## src/rtl/fft_spi_pkg.sv

```systemverilog
// Shared defaults and FSM state type for the FFT result SPI transmitter.
// FFT_SPI_WORD_CS_EN adds the GAP state used for per-word chip-select windows.
package fft_spi_pkg;

  localparam int DATA_W_DEF  = 256;
  localparam int WORD_W_DEF  = 16;
  localparam int CLK_DIV_DEF = 4;

  typedef enum logic [2:0] {
    ST_IDLE  = 3'd0,
    ST_LOW   = 3'd1,
    ST_HIGH  = 3'd2,
    ST_TRAIL = 3'd3
`ifdef FFT_SPI_WORD_CS_EN
    ,
    ST_GAP   = 3'd4
`endif
  } spi_state_t;

endpackage

```

## src/rtl/fft_result_spi_tx_if.sv

```systemverilog
// Frame input and SPI pin bundle between the FFT core, the transmitter and the board.
// master is the transmitter side; slave is the FFT core / pin side.
interface fft_result_spi_tx_if
  import fft_spi_pkg::*;
#(
  parameter int DATA_W = DATA_W_DEF
);

  logic [DATA_W-1:0] data_bus;
  logic              start_spi;
  logic              sclk;
  logic              mosi;
  logic              cs;
  logic              busy;
  logic              done;

  modport master (
    input  data_bus, start_spi,
    output sclk, mosi, cs, busy, done
  );

  modport slave (
    output data_bus, start_spi,
    input  sclk, mosi, cs, busy, done
  );

endinterface

```

## src/rtl/spi_clk_div.sv

```systemverilog
// Divides the system clock into CLK_DIV-cycle phases for the SPI FSM.
// phase_tick_o marks the last cycle of each phase while en_i is high.
module spi_clk_div
  import fft_spi_pkg::*;
#(
  parameter int CLK_DIV = CLK_DIV_DEF
) (
  input  logic clk,
  input  logic rst,
  input  logic en_i,
  output logic phase_tick_o
);

  localparam int               CNT_W    = $clog2(CLK_DIV + 1);
  localparam logic [CNT_W-1:0] CNT_LAST = CNT_W'(CLK_DIV - 1);

  logic [CNT_W-1:0] cnt_q, cnt_d;

  // NOTE: every combinational output gets a default before any branch so no latch is inferred.
  always_comb begin
    cnt_d = cnt_q;
    if (!en_i || cnt_q == CNT_LAST) begin
      cnt_d = '0;
    end else begin
      cnt_d = cnt_q + 1'b1;
    end
  end

  assign phase_tick_o = en_i && (cnt_q == CNT_LAST);

  // NOTE: state registers use non-blocking assignments so every flop samples pre-edge values.
  always_ff @(posedge clk or posedge rst) begin
    if (rst) begin
      cnt_q <= '0;
    end else begin
      cnt_q <= cnt_d;
    end
  end

endmodule

```

## src/rtl/fft_result_spi_tx.sv

```systemverilog
// Mode-0 SPI master: latches one FFT result frame and shifts it out MSB first.
// Define FFT_SPI_WORD_CS_EN to raise cs for CLK_DIV cycles between words.
module fft_result_spi_tx
  import fft_spi_pkg::*;
#(
  parameter int DATA_W  = DATA_W_DEF,
  parameter int WORD_W  = WORD_W_DEF,
  parameter int CLK_DIV = CLK_DIV_DEF
) (
  input  logic                clk,
  input  logic                rst,
  fft_result_spi_tx_if.master spi
);

  localparam int                   BIT_CNT_W = $clog2(DATA_W + 1);
  localparam logic [BIT_CNT_W-1:0] LAST_BIT  = BIT_CNT_W'(DATA_W - 1);

  if ((DATA_W % WORD_W) != 0 || CLK_DIV < 1) begin : g_bad_cfg
    $error("fft_result_spi_tx: DATA_W must be a multiple of WORD_W and CLK_DIV >= 1");
  end

  spi_state_t             state_q, state_d;
  logic [DATA_W-1:0]      shift_q, shift_d;
  logic [BIT_CNT_W-1:0]   bit_cnt_q, bit_cnt_d;
  logic                   sclk_q, sclk_d;
  logic                   mosi_q, mosi_d;
  logic                   cs_q, cs_d;
  logic                   busy_q, busy_d;
  logic                   done_q, done_d;
  logic                   div_en;
  logic                   phase_tick;

  assign div_en = (state_q != ST_IDLE);

  spi_clk_div #(
    .CLK_DIV (CLK_DIV)
  ) u_clk_div (
    .clk          (clk),
    .rst          (rst),
    .en_i         (div_en),
    .phase_tick_o (phase_tick)
  );

`ifdef FFT_SPI_WORD_CS_EN
  logic word_end;
  assign word_end = ((32'(bit_cnt_q) % WORD_W) == (WORD_W - 1));
`endif

  always_comb begin
    state_d   = state_q;
    shift_d   = shift_q;
    bit_cnt_d = bit_cnt_q;
    sclk_d    = sclk_q;
    mosi_d    = mosi_q;
    cs_d      = cs_q;
    busy_d    = busy_q;
    done_d    = 1'b0;

    unique case (state_q)
      // The done cycle itself is still IDLE, so a start there is refused.
      ST_IDLE: begin
        if (spi.start_spi && !done_q) begin
          shift_d   = spi.data_bus;
          bit_cnt_d = '0;
          mosi_d    = spi.data_bus[DATA_W-1];
          sclk_d    = 1'b0;
          cs_d      = 1'b0;
          busy_d    = 1'b1;
          state_d   = ST_LOW;
        end
      end

      ST_LOW: begin
        if (phase_tick) begin
          sclk_d  = 1'b1;
          state_d = ST_HIGH;
        end
      end

      ST_HIGH: begin
        if (phase_tick) begin
          sclk_d = 1'b0;
          if (bit_cnt_q == LAST_BIT) begin
            state_d = ST_TRAIL;
          end else begin
            shift_d   = shift_q << 1;
            bit_cnt_d = bit_cnt_q + 1'b1;
`ifdef FFT_SPI_WORD_CS_EN
            if (word_end) begin
              cs_d    = 1'b1;
              mosi_d  = 1'b0;
              state_d = ST_GAP;
            end else begin
              mosi_d  = shift_q[DATA_W-2];
              state_d = ST_LOW;
            end
`else
            mosi_d  = shift_q[DATA_W-2];
            state_d = ST_LOW;
`endif
          end
        end
      end

      ST_TRAIL: begin
        if (phase_tick) begin
          cs_d    = 1'b1;
          mosi_d  = 1'b0;
          busy_d  = 1'b0;
          done_d  = 1'b1;
          state_d = ST_IDLE;
        end
      end

`ifdef FFT_SPI_WORD_CS_EN
      // Shift register already holds the next word, so its MSB goes out with cs.
      ST_GAP: begin
        if (phase_tick) begin
          cs_d    = 1'b0;
          mosi_d  = shift_q[DATA_W-1];
          state_d = ST_LOW;
        end
      end
`endif

      default: state_d = ST_IDLE;
    endcase
  end

  always_ff @(posedge clk or posedge rst) begin
    if (rst) begin
      state_q   <= ST_IDLE;
      // NOTE: the frame shift register is cleared on reset so no stale data is ever observable.
      shift_q   <= '0;
      bit_cnt_q <= '0;
      sclk_q    <= 1'b0;
      mosi_q    <= 1'b0;
      cs_q      <= 1'b1;
      busy_q    <= 1'b0;
      done_q    <= 1'b0;
    end else begin
      state_q   <= state_d;
      shift_q   <= shift_d;
      bit_cnt_q <= bit_cnt_d;
      sclk_q    <= sclk_d;
      mosi_q    <= mosi_d;
      cs_q      <= cs_d;
      busy_q    <= busy_d;
      done_q    <= done_d;
    end
  end

  assign spi.sclk = sclk_q;
  assign spi.mosi = mosi_q;
  assign spi.cs   = cs_q;
  assign spi.busy = busy_q;
  assign spi.done = done_q;

endmodule

```

## src/flat_wrapper.sv

```systemverilog
// flat-port wrapper written by rule: the top's interface ports become plain ports
module fft_result_spi_tx_flat import fft_spi_pkg::*;
#(
  parameter int DATA_W  = DATA_W_DEF,
  parameter int WORD_W  = WORD_W_DEF,
  parameter int CLK_DIV = CLK_DIV_DEF
)
  (clk, rst, spi_data_bus, spi_start_spi, spi_sclk, spi_mosi, spi_cs, spi_busy, spi_done);
  fft_result_spi_tx_if #(.DATA_W(DATA_W)) spi_i ();
  input  logic clk;
  input  logic rst;
  input wire logic [$bits(spi_i.data_bus)-1:0] spi_data_bus;
  input wire logic [$bits(spi_i.start_spi)-1:0] spi_start_spi;
  output wire logic [$bits(spi_i.sclk)-1:0] spi_sclk;
  output wire logic [$bits(spi_i.mosi)-1:0] spi_mosi;
  output wire logic [$bits(spi_i.cs)-1:0] spi_cs;
  output wire logic [$bits(spi_i.busy)-1:0] spi_busy;
  output wire logic [$bits(spi_i.done)-1:0] spi_done;
  assign spi_i.data_bus = spi_data_bus;
  assign spi_i.start_spi = spi_start_spi;
  assign spi_sclk = spi_i.sclk;
  assign spi_mosi = spi_i.mosi;
  assign spi_cs = spi_i.cs;
  assign spi_busy = spi_i.busy;
  assign spi_done = spi_i.done;
  fft_result_spi_tx #(.DATA_W(DATA_W), .WORD_W(WORD_W), .CLK_DIV(CLK_DIV)) u_core (.clk(clk), .rst(rst), .spi(spi_i));
endmodule
```

## config.mk

```make
export PLATFORM = sky130hd
export DESIGN_NAME = fft_result_spi_tx_flat
export DESIGN_NICKNAME = d
export VERILOG_FILES = /design/src/rtl/fft_spi_pkg.sv /design/src/rtl/fft_result_spi_tx_if.sv /design/src/rtl/spi_clk_div.sv /design/src/rtl/fft_result_spi_tx.sv /design/src/flat_wrapper.sv
export SDC_FILE = /design/constraint.sdc
export NUM_CORES = 1
export LEC_CHECK = 0
export ABC_AREA = 0
export CORE_MARGIN = 1
export CORE_UTILIZATION = 47
export DETAILED_ROUTE_END_ITERATION = 12
export PLACE_DENSITY = 0.84
export SLEW_MARGIN = 20
export SYNTH_ARGS = -nofsm -noshare
export SYNTH_HDL_FRONTEND = slang
export SYNTH_SLANG_ARGS = --single-unit
```

## constraint.sdc

```tcl
create_clock -name clk -period 8.7 [get_ports clk]
set_input_delay 1.74 -clock clk [delete_from_list [all_inputs] [get_ports clk]]
set_output_delay 1.74 -clock clk [all_outputs]
set_load 0.01 [all_outputs]
```

== After elaboration in Yosys (flattened, before gate mapping) ==
Index checks and enable logic that the tools add are counted.

* Memories: 0
* Bits in read-only memories: 0
* Flip-flop bits (word level): 275
* Latch bits: 0
* Input bits: 259
* Memory bits (writable): 0

* Equality and inequality tests: 10
* $add $sub $neg: 2
* Shift operators: 0
* Mux-type cells: 28
* $mul: 0
* Order comparisons: 0
* Bitwise logic cells: 0
* Divide/modulo/power cells: 0
* Reductions and logical operators: 16

{| class="wikitable"
|+ Operators by type and width
! kind !! count
|-
| two-way mux 255 bit || 3
|-
| one-hot mux 255 bit (2 select lines) || 1
|-
| two-way mux 9 bit || 3
|-
| one-hot mux 9 bit (2 select lines) || 1
|-
| two-way mux 3 bit || 5
|-
| one-hot mux 3 bit (4 select lines) || 1
|-
| AND reduction 4 bit || 3
|-
| adder 9 x 1 -> 9 bit, second input constant || 1
|-
| == test 3 x 2 -> 1 bit, second input constant || 3
|-
| == test 9 x 8 -> 1 bit, second input constant || 1
|-
| two-way mux 1 bit || 9
|-
| nonzero test 3 bit || 3
|-
| inequality test 2 x 1 -> 1 bit, second input constant || 4
|-
| one-hot mux 1 bit (3 select lines) || 2
|-
| AND reduction 5 bit || 1
|-
| one-hot mux 1 bit (2 select lines) || 2
|-
| nonzero test 2 bit || 2
|-
| adder 3 x 1 -> 3 bit, second input constant || 1
|-
| == test 3 x 1 -> 1 bit, second input constant || 1
|-
| zero test 3 bit || 1
|-
| AND reduction 3 bit || 1
|-
| logical AND 1 bit || 2
|-
| zero test 1 bit || 2
|-
| two-way mux 2 bit || 1
|-
| other kinds (2) || 2
|}

== Longest topological paths before layout ==
* Depth after elaboration: 4
* Mapped depth: 12

== Hierarchy ==
A second synthesis with hierarchy kept.

* Cell total of the unflattened synthesis: 940
* Area total of the unflattened synthesis: 14,254.9 um^2

{| class="wikitable"
|+ Modules (own cells, without submodules)
! module !! cells an instance !! area an instance (um^2) !! times used !! sequential area each (um^2)
|-
| fft_result_spi_tx || 929 || 14,116.0 || 1 || 6,782.8
|-
| spi_clk_div || 11 || 138.9 || 1 || 75.1
|}

== Worst setup path before layout ==
OpenSTA, ideal clock, no wires.

* Path kind: input port to flip-flop
* Start: input port spi_start_spi
* End: register u_core.bit_cnt_q[3]
* Data required time: 8.631 ns
* Arrival: 2.931 ns
* Slack: 5.700 ns
* Stages: 8
* Path through: and4bb_1 -> a21oi_2 -> buf_6 -> buf_6 -> buf_2 -> buf_2 -> nand2_1 -> nand3_1

* Cells in the longest elaborated chain, start to end: 3

{| class="wikitable"
|+ Ends and longest elaborated chain
! what !! RTL line !! text
|-
| from (decl) || flat_wrapper.sv:13 || <nowiki>input wire logic [$bits(spi_i.start_spi)-1:0] spi_start_spi;</nowiki>
|-
| logical AND 1 bit || fft_result_spi_tx.sv:62 || <nowiki>if (spi.start_spi && !done_q) begin</nowiki>
|-
| inequality test 2 x 1 -> 1 bit (no line) || - ||
|-
| AND reduction 4 bit (no line) || - ||
|-
| to (signal assigned) || fft_result_spi_tx.sv:144 || <nowiki>bit_cnt_q <= bit_cnt_d;</nowiki>
|-
| to (decl) || fft_result_spi_tx.sv:24 || <nowiki>logic [BIT_CNT_W-1:0] bit_cnt_q, bit_cnt_d;</nowiki>
|}

No other way between the ends.
A chain may end at the register's enable or synchronous reset.

== Worst setup path in the final report ==
* Start: input port spi_start_spi
* End: register u_core.shift_q[90]

* Cells in the longest elaborated chain, start to end: 3

{| class="wikitable"
|+ Ends and longest elaborated chain
! what !! RTL line !! text
|-
| logical AND 1 bit || fft_result_spi_tx.sv:62 ||
|-
| inequality test 2 x 1 -> 1 bit (no line) || - ||
|-
| AND reduction 4 bit (no line) || - ||
|-
| to (signal assigned) || fft_result_spi_tx.sv:143 || <nowiki>shift_q <= shift_d;</nowiki>
|-
| to (decl) || fft_result_spi_tx.sv:23 || <nowiki>logic [DATA_W-1:0] shift_q, shift_d;</nowiki>
|}

No other way between the ends.

==> results.yml <==
finish:
  antenna_cells: 0
  mostFrequentLayoutCells: "dfrtp_1 (273), nand2_1 (266), clkdlybuf4s50_1 (263)"
  area_growth_pct: 28.9
  finalNetCount: 1699
  layout-drive-gt1-share_pct: 4.47
  layout_commonest_cell: "dfrtp_1"
detailed_routing:
  viasPerCell: 5.22
  dr.pass1.iters: 8
  avgRoutedWirePerCell_um: 15.4
  ant_nets: 0
  wl_um: 27600
  vias: 9330
  drtIter0Drc: 660
  drcViolationCount: 16
sta:
  setup_slack_ns: 4.54
  timing.final.crit_period_ns: 4.16
  hold_violations: 0
  setup-tns-final_ns: 0
  max_freq_mhz: 240
  setup_viol: 0
  rsz0062_at_grt: "no"
  tightest_slew_ns: 1.08
  maxSlewHeadroom_pct: 27.8
  finalMaxSlewViolations: 0
  fin_crit_sh_pct: 47.8
  fin_skew_ns: 0.0124
worst_setup_path:
  cp-end-kind: "register"
  crit_required_ns: 9.05
  path_class: "input port to register"
  startpoint_type: "input port"
  crit_arrival_ns: 4.52
  crit_fanout: 277
  r2r_slack_ns: 4.72
placed_design:
  dp_hpwl_um: 18500
  port_buffers: 263
  pre_cts_slack_ns: 4.00
  gp_congestion: 0.754
clocking:
  root_buffer: "clkbuf_16"
  ctsResizeCount: 0
  clkTransAtPathRegs_ns: 0.06
  cts_hold_buffers: 0
  htree_levels: 1
  numCtsBuffers: 29
  clk_latency_ns: 0.54
  cts_setup_buffers: 0
  cts_sinks: 274
  cts_tree: "yes"
  cts_buffer_depth: 3
hold_path:
  min_path_type: "register to register"
pwr:
  ir_worst_vdd_v: 0.000207
  p_int_w: 0.00333
  switching_power_w: 0.00177
  finalPower_w: 0.00510
  p_leak_nw: 6.97
  combPwrFrac_pct: 33.9
  seq_power_share_pct: 42.8
  p_sw_share_pct: 34.7
  p_per_area_nw_per_um2: 312
  clock_power_share_pct: 23.3
floorplan:
  die_x_um: 166
  die-area_um2: 27600
  top_level_ports: 264
  initial_core_util_pct: 48.3
  rows: 59
  die_h_um: 166
  fp.coreArea_um2: 26200
global_routing:
  gr-total-overflow: 0
  antenna_found_initial: 0
  grt_pass1_wl_um: 46200
  grt.total_usage_pct: 20.2
  grt_pass1_vias: 9454
  grt_max_degree: 278
synth:
  synth_area_um2: 12700
  yosys_warnings: 0
  syn_inst: 1216
  synth_cell_types: 39
  synthFlopType: "dfrtp_1"
  syn_area_per_cell_um2: 10.4
  synth-edff-count: 0
  synth-async-reset-ratio_pct: 100
  ys_ff_latch: 274
  ys_seq_area_share_pct: 54.2
  syn_nets: 1483
run_status:
  violations: "DRC"
  outcome: "finished, violations left"
run:
  max-cap-violations: 0
==> state kept, by name (all words and copies together) (netlist names) <==
| signal | count |
|---|---|
| u_core.spi.sclk | 1 |
| u_core.spi.cs | 1 |
| u_core.spi.busy | 1 |
| u_core.u_clk_div.cnt_q | 3 |
| u_core.bit_cnt_q | 9 |
| u_core.spi.done | 1 |
| u_core.spi.mosi | 1 |
| u_core.state_q | 2 |
| u_core.shift_q | 255 |
==> final cells by class <==
type                            count  area [µm²]
Fill cell                        2120        9890
Clock inverter                     11        93.8
Sequential cell                   274        6860
Inverter                            9        37.5
Timing Repair Buffer              274        2730
Multi-Input combinational cell    844        5350
Clock buffer                       42         825
Tap cell                          335         419
==> per-stage QoR <==
stage | hold WS (ns) | util [%] | std cells | instance area [µm²]
final | 0.436 | 62.3 | 1789 | 16300
after global routing | 0.462 | 62.3 | 1789 | 16300
after detailed placement | 0.429 | 58.7 | 1736 | 15400
after floorplan | 0.408 | - | 1216 | 12700
after CTS | 0.439 | 62.2 | 1789 | 16300
after global placement | 0.422 | 58.7 | 1736 | 15400
==> critical path, cell delays in order <==
cell and delay, ns:
clkdlybuf4s50_1 0.42, and4bb_1 0.25, a21oi_4 0.11, buf_4 0.75, buf_12 0.62, o21ai_0 0.27
==> power by group through the flow <==
stage | sequential [W] | combinational, W | clock [W]
after global routing | 0.00226 | 0.00199 | 0.00127
after floorplan | 0.00211 | 0.00141 | 0
final | 0.00218 | 0.00173 | 0.00119
after global placement | 0.00216 | 0.00166 | 0
after detailed placement | 0.00220 | 0.00175 | 0
after CTS | 0.00218 | 0.00176 | 0.00122
==> kinds of logic after synthesis <==
group / after synthesis / synth area share [%]
mux: 256 / 20.3
simple gates: 299 / 9.45
compound gates: 281 / 11.6
flops: 274 / 54.2
fa+ha+maj: 8 / 0.791
buf+inv: 98 / 3.74
==> synth_stat cells, drive strengths merged, types with 3 or more instances <==
| master | instances | area (µm²) |
|---|---|---|
| mux2i | 254 | 2540 |
| o21ai | 262 | 1310 |
| clkbuf | 53 | 199 |
| a22o | 3 | 26.3 |
| dfrtp | 273 | 6830 |
| nor2 | 6 | 22.5 |
| a21o | 3 | 22.5 |
| nand2b | 3 | 18.8 |
| buf | 36 | 240 |
| nand2 | 266 | 998 |
| inv | 9 | 33.8 |
| nand3 | 12 | 60.1 |
| ha | 8 | 100 |
==> per-layer routing <==
metal  GRT usage (%)  up-vias  share of wire [%]
li1                -     4622                  -
met1            26.1     4419                 42
met2            33.1      225                 47
met3            5.00       64                7.8
met4            6.79        0                3.3
met5               0        -                  0
==> final timing paths <==
check | startpoint | to | depth (start not counted)
min in group asynchronous | rst | u_core.shift_q[58]$_DFFE_PP0P_ | 3
max in group asynchronous | rst | u_core.shift_q[203]$_DFFE_PP0P_ | 4
min reg2reg | u_core.u_clk_div.cnt_q[0]$_DFF_PP0_ | u_core.u_clk_div.cnt_q[0]$_DFF_PP0_ | 1
max | spi_start_spi | u_core.shift_q[90]$_DFFE_PP0P_ | 6
min | u_core.u_clk_div.cnt_q[0]$_DFF_PP0_ | u_core.u_clk_div.cnt_q[0]$_DFF_PP0_ | 1
max reg2reg | u_core.state_q[0]$_DFFE_PP0P_ | u_core.shift_q[90]$_DFFE_PP0P_ | 7
(Power assumes the default switching activity.)
